[config.mk]
export PLATFORM = sky130hd
export DESIGN_NAME = div_ctrl
export DESIGN_NICKNAME = d
export VERILOG_FILES = /design/src/rtl/div_ctrl.sv
export SDC_FILE = /design/constraint.sdc
export NUM_CORES = 1
export LEC_CHECK = 0
export BUFFER_PORTS_ARGS = -buffer_cell sky130_fd_sc_hd__buf_4
export CAP_MARGIN = 20
export CORE_UTILIZATION = 40
export DETAILED_ROUTE_END_ITERATION = 8
export PLACE_DENSITY = 0.7
export SLEW_MARGIN = 25
export SYNTH_ARGS = -nofsm -noshare
export SYNTH_HDL_FRONTEND = slang
export SYNTH_SLANG_ARGS = --single-unit
[constraint.sdc]
create_clock -name clk -period 5.05 [get_ports clk]
set_input_delay 0 -clock clk [delete_from_list [all_inputs] [get_ports clk]]
set_output_delay 0 -clock clk [all_outputs]
set_load 0.01 [all_outputs]
[src/rtl/div_ctrl.sv]
// div_ctrl: multi-cycle restoring radix-2 divider and sequencer for DIV/DIVU.
// Launches from an E-stage request, holds the pipeline while iterating and
// delivers quotient (lo) / remainder (hi) with a one-cycle result_valid pulse.
// Optional feature macro: DIV_EARLY_OUT_EN (zero divisor or zero dividend
// skips the iterations and finishes in the cycle after start).
module div_ctrl #(
  parameter int WIDTH = 32
) (
  input  logic             clk,
  input  logic             rst,
  input  logic             start,
  input  logic             signed_div,
  input  logic [WIDTH-1:0] opa,
  input  logic [WIDTH-1:0] opb,
  input  logic             cancel,
  output logic             stall,
  output logic             busy,
  output logic             result_valid,
  output logic [WIDTH-1:0] lo,
  output logic [WIDTH-1:0] hi,
  output logic             div_by_zero
);

  localparam int CW = $clog2(WIDTH) + 1;
  localparam logic [CW-1:0] LAST = CW'(WIDTH - 1);

  typedef enum logic [1:0] {IDLE, BUSY, DONE} state_t;

  state_t           state;
  logic [CW-1:0]    cnt;
  logic [WIDTH-1:0] rem;
  logic [WIDTH-1:0] quo;
  logic [WIDTH-1:0] dvsr;
  logic             sign_q;
  logic             sign_r;
  logic             dz;

  logic [WIDTH-1:0] abs_a;
  logic [WIDTH-1:0] abs_b;
  logic [WIDTH:0]   trial;
  logic [WIDTH:0]   diff;
  logic             take;
  logic [WIDTH-1:0] rem_nxt;
  logic [WIDTH-1:0] quo_nxt;
  logic [WIDTH-1:0] lo_fin;
  logic [WIDTH-1:0] hi_fin;

  // Operand magnitudes; only a signed request treats the msb as a sign bit.
  always_comb begin
    abs_a = (signed_div && opa[WIDTH-1]) ? (~opa + 1'b1) : opa;
    abs_b = (signed_div && opb[WIDTH-1]) ? (~opb + 1'b1) : opb;
  end

  // One restoring step plus the sign-corrected results of the final step.
  // A zero divisor always "subtracts", so quo becomes all ones and rem ends
  // up as |opa|; re-applying the dividend sign restores the raw opa in hi.
  always_comb begin
    trial   = {rem, quo[WIDTH-1]};
    diff    = trial - {1'b0, dvsr};
    take    = (trial >= {1'b0, dvsr});
    rem_nxt = take ? diff[WIDTH-1:0] : trial[WIDTH-1:0];
    quo_nxt = {quo[WIDTH-2:0], take};
    lo_fin  = dz ? '1 : (sign_q ? (~quo_nxt + 1'b1) : quo_nxt);
    hi_fin  = sign_r ? (~rem_nxt + 1'b1) : rem_nxt;
  end

  // Sequencer: capture on start, iterate WIDTH times, register results.
  always_ff @(posedge clk or negedge rst) begin
    if (!rst) begin
      state       <= IDLE;
      cnt         <= '0;
      rem         <= '0;
      quo         <= '0;
      dvsr        <= '0;
      sign_q      <= 1'b0;
      sign_r      <= 1'b0;
      dz          <= 1'b0;
      lo          <= '0;
      hi          <= '0;
      div_by_zero <= 1'b0;
    end else begin
      case (state)
        IDLE: begin
          if (start && !cancel) begin
            quo    <= abs_a;
            dvsr   <= abs_b;
            rem    <= '0;
            cnt    <= '0;
            sign_q <= signed_div & (opa[WIDTH-1] ^ opb[WIDTH-1]);
            sign_r <= signed_div & opa[WIDTH-1];
            dz     <= (opb == '0);
`ifdef DIV_EARLY_OUT_EN
            if ((opb == '0) || (opa == '0)) begin
              state       <= DONE;
              lo          <= (opb == '0) ? '1 : '0;
              hi          <= (opb == '0) ? opa : '0;
              div_by_zero <= (opb == '0);
            end else begin
              state <= BUSY;
            end
`else
            state <= BUSY;
`endif
          end
        end
        BUSY: begin
          if (cancel) begin
            state <= IDLE;
          end else begin
            rem <= rem_nxt;
            quo <= quo_nxt;
            if (cnt == LAST) begin
              state       <= DONE;
              lo          <= lo_fin;
              hi          <= hi_fin;
              div_by_zero <= dz;
            end else begin
              cnt <= cnt + 1'b1;
            end
          end
        end
        DONE: begin
          state <= IDLE;
        end
        default: begin
          state <= IDLE;
        end
      endcase
    end
  end

  // Handshake outputs; stall drops in DONE so the instruction advances.
  always_comb begin
    busy         = (state != IDLE);
    stall        = ((state == IDLE) && start && !cancel) || (state == BUSY);
    result_valid = (state == DONE) && !cancel;
  end

endmodule
# ---- After elaboration in Yosys (flattened, before gate mapping)
# Cells that the tools add are included.
# W data, S select, Z words.
dict set report word_totals {
  out_inout_bits 68
  inputBits 69
  reg_bits 172
  wordCells 70
}
dict set report classes {
  bitwise_logic 8
  addsub 6
  n_eq_ne 7
  reduce_logical 17
  n_lt_le_gt_ge 1
  mux 20
}
# op n
set op_table {}
lappend op_table {{$mux W32} 10}
lappend op_table {{$add A32 B1 Y32 const B} 4}
lappend op_table {{$not A32 Y32} 4}
lappend op_table {{$pmux W32 S2} 2}
lappend op_table {{$ge A33 B32 Y1} 1}
lappend op_table {{$logic_not A32 Y1} 1}
lappend op_table {{$sub A32 B32 Y32} 1}
lappend op_table {{$mux W6} 3}
lappend op_table {{$pmux W6 S2} 1}
lappend op_table {{$add A6 B1 Y6 const B} 1}
lappend op_table {{$eq A6 B5 Y1 const B} 1}
lappend op_table {{$logic_and A1 B1 Y1} 6}
lappend op_table {{$mux W2} 3}
lappend op_table {{$ne A2 B2 Y1 const B} 3}
lappend op_table {{$reduce_and A3 Y1} 2}
lappend op_table {{$pmux W2 S2} 1}
lappend op_table {{$reduce_and A2 Y1} 2}
lappend op_table {{$reduce_and A4 Y1} 1}
lappend op_table {{$reduce_bool A2 Y1} 2}
lappend op_table {{$ne A3 B3 Y1 const B} 1}
lappend op_table {{$and A1 B1 Y1} 2}
lappend op_table {{$eq A2 B1 Y1 const B} 1}
lappend op_table {{$eq A2 B2 Y1 const B} 1}
lappend op_table {{$logic_not A2 Y1} 1}
lappend op_table {{4 further kinds} 4}

# ---- Depth between registers and ports, before layout
dict set report depth {
  ltp_word 5
  ltp_mapped 22
  depth_no_buf 18
}

# ---- Worst setup path after synthesis
# No wires, ideal clock.
dict set report synth_timing {
  path_type {reg2reg}
  startpoint {reg rem[1]}
  endpoint {reg hi[30]}
  arrival_ns 3.822
  setup_time_ns 0.132
  period_less_slack_ns 3.954
  t_required_ns 4.918
  n_path_buf 2
  path_stages_with_launch 20
  slack_ns 1.096
  cell_sequence {dfrtp_1 ha_1 a21oi_2 a21oi_2 o211ai_2 nand3b_4 o211ai_4 nand2_4 inv_2 buf_2 buf_2 mux2i_1 ha_1 nand2_1 nor3_1 a41oi_1 nand4b_4 o41ai_2 xnor2_1 o21ai_1}
}
dict set report synth_via {
  elab_chain_cells 5
  word_cells_on_any_way 6
  cone_classes {2 x add/sub; 1 x order compare; 2 x mux; 1 x bitwise}
}
# element line
set synth_rtl {}
lappend synth_rtl {{start, declared} 31} ;# logic [WIDTH-1:0] rem;
lappend synth_rtl {{start signal, assigned} 110} ;# rem <= rem_nxt;
lappend synth_rtl {{$sub A32 B32 Y32 or $ge A33 B32 Y1 (tied branches)} {59, 60}}
lappend synth_rtl {{$mux W32 (*)} 61} ;# rem_nxt = take ? diff[WIDTH-1:0] : trial[WIDTH-1:0];
lappend synth_rtl {{$not A32 Y32} 64} ;# hi_fin = sign_r ? (~rem_nxt + 1'b1) : rem_nxt;
lappend synth_rtl {{$add A32 B1 Y32} 64}
lappend synth_rtl {{$mux W32 (*)} 64}
lappend synth_rtl {{end signal, assigned} 115} ;# hi <= hi_fin;
lappend synth_rtl {{end, declared} 20} ;# output logic [WIDTH-1:0] hi,
# Every way passes the cells marked *; elsewhere a longest branch is shown, timed or not.
# A chain may end at the register's enable or synchronous reset.

# ---- Final worst setup path
dict set report layout_timing {
  startpoint {reg rem[6]}
  endpoint {reg hi[27]}
}
# The elaborated chain is that of the path after synthesis.

==> results.toml <==
[final_layout]
drive_gt1_share_pct = 14.7
fillCellCount = 2957
n_antenna_cell = 0
syn2layout_area_growth_pct = 19.5
fin_util_pct = 48.9
layout_common_cells = "nand2_1 (229), dfrtp_1 (171), o21ai_0 (170), buf_4 (148), nor2_1 (143)"
mostFrequentLayoutCell = "nand2_1"
final_nets = 1742

[timing]
period_needed_ps = 4430
timing.final.ws_setup_ps = 618
hold_violations = 0
max-slew-margin-rel_pct = 42.1
post-route-period-util_pct = 87.8
finalSetupTns_ps = 0
worst_pin_slew_ps = 867
finalSetupViolations = 0
max_clock_freq_mhz = 226
maxSlewViolCount = 0
fin_skew_ps = 18.8
rsz0062_at_grt = "false"

[drt]
firstDrtPassIters = 5
drtAntennaViolNets = 0
vias_per_cell = 5.65
wirelength_microns = 37300
wl_per_cell_microns = 18.3
num_vias = 11507
drc = 0
drt_iter0_drc = 935

[worst_setup_path]
crit_buf_inv = 1
path_cells = "ha_1, nand2_1, o21ai_0, nand2_1, nand3b_4, o211ai_4, nand2_4, buf_4, o21ai_0, o31a_1, nor4b_2, mux2i_1, a21oi_1"
criticalPathCategory = "reg -> reg"
slowest_stage = "ha_1"
cp-start-kind = "flip-flop"
reg2reg_from = "rem[6]"
crit_arrival_ps = 4770
cp_slowest_stage_delay_ps = 560
critPathCaptureType = "flip-flop"
critPathLaunch = "rem[6]"
required_ps = 5380
critPathTopFamily = "compound AO/OA/AOI/OAI gates"
critPathMaxFanout = 31

[global_routing]
met2_usage_pct = 35.9
grt_max_degree = 89
grt.busiest_layer = "met1"
groute.layer.met1.usage_pct = 36.8
grt_pass1_vias = 10814
grt_util_met3_pct = 3.79
antenna_found_initial = 0
grt_overflow = 0
grtUsageTotal_pct = 24.5
grt_pass1_wl_microns = 59600

[synth]
synth.top_cell.area_share_pct = 35.3
ys_ff_latch = 172
async_flop_share_pct = 100
synth_cell_types = 92
synthFlopType = "dfrtp_1"
postSynthCellCount = 1500
synth-seq-area-share_pct = 35.3
synth_edf_count = 0
synth_nets = 1607
yosysTopAreaCell = "dfrtp_1"
syn_avg_cell_area_sq_um = 8.13
synth_area_sq_um = 12200
yosys_warnings = 0
yosys-top-cells-area = "dfrtp_1 (35%), nand2_1 (7.1%), o21ai_0 (7.0%), xnor2_1 (5.4%), a21oi_1 (5.0%)"

[floorplan]
fp.dieW_microns = 177
core_sq_um = 29800
pin_count = 137
start_util_pct = 40.9
die_area_sq_um = 31200
die_h_microns = 177
rows = 63

[placed_design]
dp_slack_ps = 806
port_buffers = 136
routabilityCongestion = 0.968
dp_hpwl_microns = 28300

[cts]
postCtsResizedCells = 0
clk_pin_slew_ps = 70
root_buffer = "clkbuf_16"
clockBufferDepth = 2
cts_inserted_buffers = 17
cts_tree = "yes"
h-tree-depth = 4
cts_setup_buffers = 0
clk_latency_ps = 460
clock_sinks = 172
ctsHoldBuffers = 45

[power]
p_leak_nw = 6.43
intPower_mw = 4.21
pwr-share-clk_pct = 16.2
finalPower_mw = 8.58
p_sw_mw = 4.37
ir_worst_vdd_uv = 358
combPwrFrac_pct = 60.9
swShare_pct = 51.0
power_density_nw_per_um2 = 589
seqPwrFrac_pct = 22.9

[status]
status = "complete, no violations"

[worst_hold_path]
min-delay-start = "opa[8]"
hold_class = "in -> reg"

[job]
cap_violations = 0
-- power groups by stage --
stage	clock, mW	combinational [mW]	sequential [mW]
after floorplan	0	3.83	1.83
after global placement	0	5.06	1.95
after detailed placement	0	5.07	1.97
after CTS	1.40	5.13	1.95
after global routing	1.45	5.66	1.99
final	1.39	5.23	1.97
-- cell usage after synthesis (5+ instances only) --
cell,n
nor3_1,29
xor2_1,69
nor4_1,21
nand4_1,14
a21oi_2,6
a211o_1,5
or3_1,14
a211oi_1,7
o41ai_1,7
mux2i_1,21
ha_1,37
nor2b_1,8
o21ai_1,22
nand2_1,230
buf_2,15
o22ai_1,5
or2_2,6
a21oi_1,121
o21a_1,5
o21ai_0,170
nand2b_1,9
nand3_1,16
inv_1,53
or4_1,16
a21o_1,14
o211ai_1,5
nor2_1,144
o31ai_1,16
xnor2_1,75
clkbuf_1,56
a31oi_1,10
dfrtp_1,172
-- final timing paths --
check                            to  slack [ps]  cells after the start
max reg2reg                  hi[27]         620                     13
min in group asynchronous  dvsr[18]         140                      2
min reg2reg                  hi[13]         470                      2
max                          hi[27]         620                     13
max in group asynchronous    quo[8]        3960                      3
min                          quo[8]           9                      5
-- tightest hold or removal path, stage by stage --
cell     delay, ps
buf_4          100
xor2_1          60
nor2_1          80
a21oi_1         40
o21ai_0        140
-- sequential cells by signal (all words and copies together) (netlist names) --
name / cells
dvsr: 32
hi: 32
lo: 32
quo: 32
rem: 32
cnt: 6
state: 2
div_by_zero: 1
dz: 1
sign_q: 1
sign_r: 1
-- stage by stage --
step / hold WS [ps] / instances / area (sq um)
final: 8.68 / 2038 / 14600
after global routing: 22.8 / 2038 / 14600
after CTS: 0.568 / 2038 / 14600
after detailed placement: 113 / 1961 / 13500
after global placement: 106 / 1961 / 13500
after floorplan: -296 / 1500 / 12200
-- logic make-up after synthesis --
logic type / Yosys count / synth area share [%]
buffers and inverters: 133 / 4.45
AO/OA/AOI/OAI: 440 / 22.2
flip-flops: 172 / 35.3
multiplexers: 25 / 2.23
adder cells (fa/ha/maj): 38 / 3.96
XOR/XNOR: 144 / 10.3
AND/OR/NAND/NOR: 548 / 21.5
-- layout make-up --
class | count | area [sq um] | share of cell area [%]
multi-input combinational | 1195 | 7370 | 50.6
sequential | 172 | 4310 | 29.6
tap | 390 | 488 | 3.35
timing repair buffer | 195 | 1590 | 10.9
clock buffer | 18 | 439 | 3.01
inverter | 54 | 203 | 1.39
clock inverter | 14 | 168 | 1.15
-- layer usage --
layer	share of wire (%)	routed length, microns
met1	47	17700
met2	43	16000
met3	7.5	2820
met4	2.1	772
met5	0	0
Note: power is estimated with default switching activity, not from simulation.
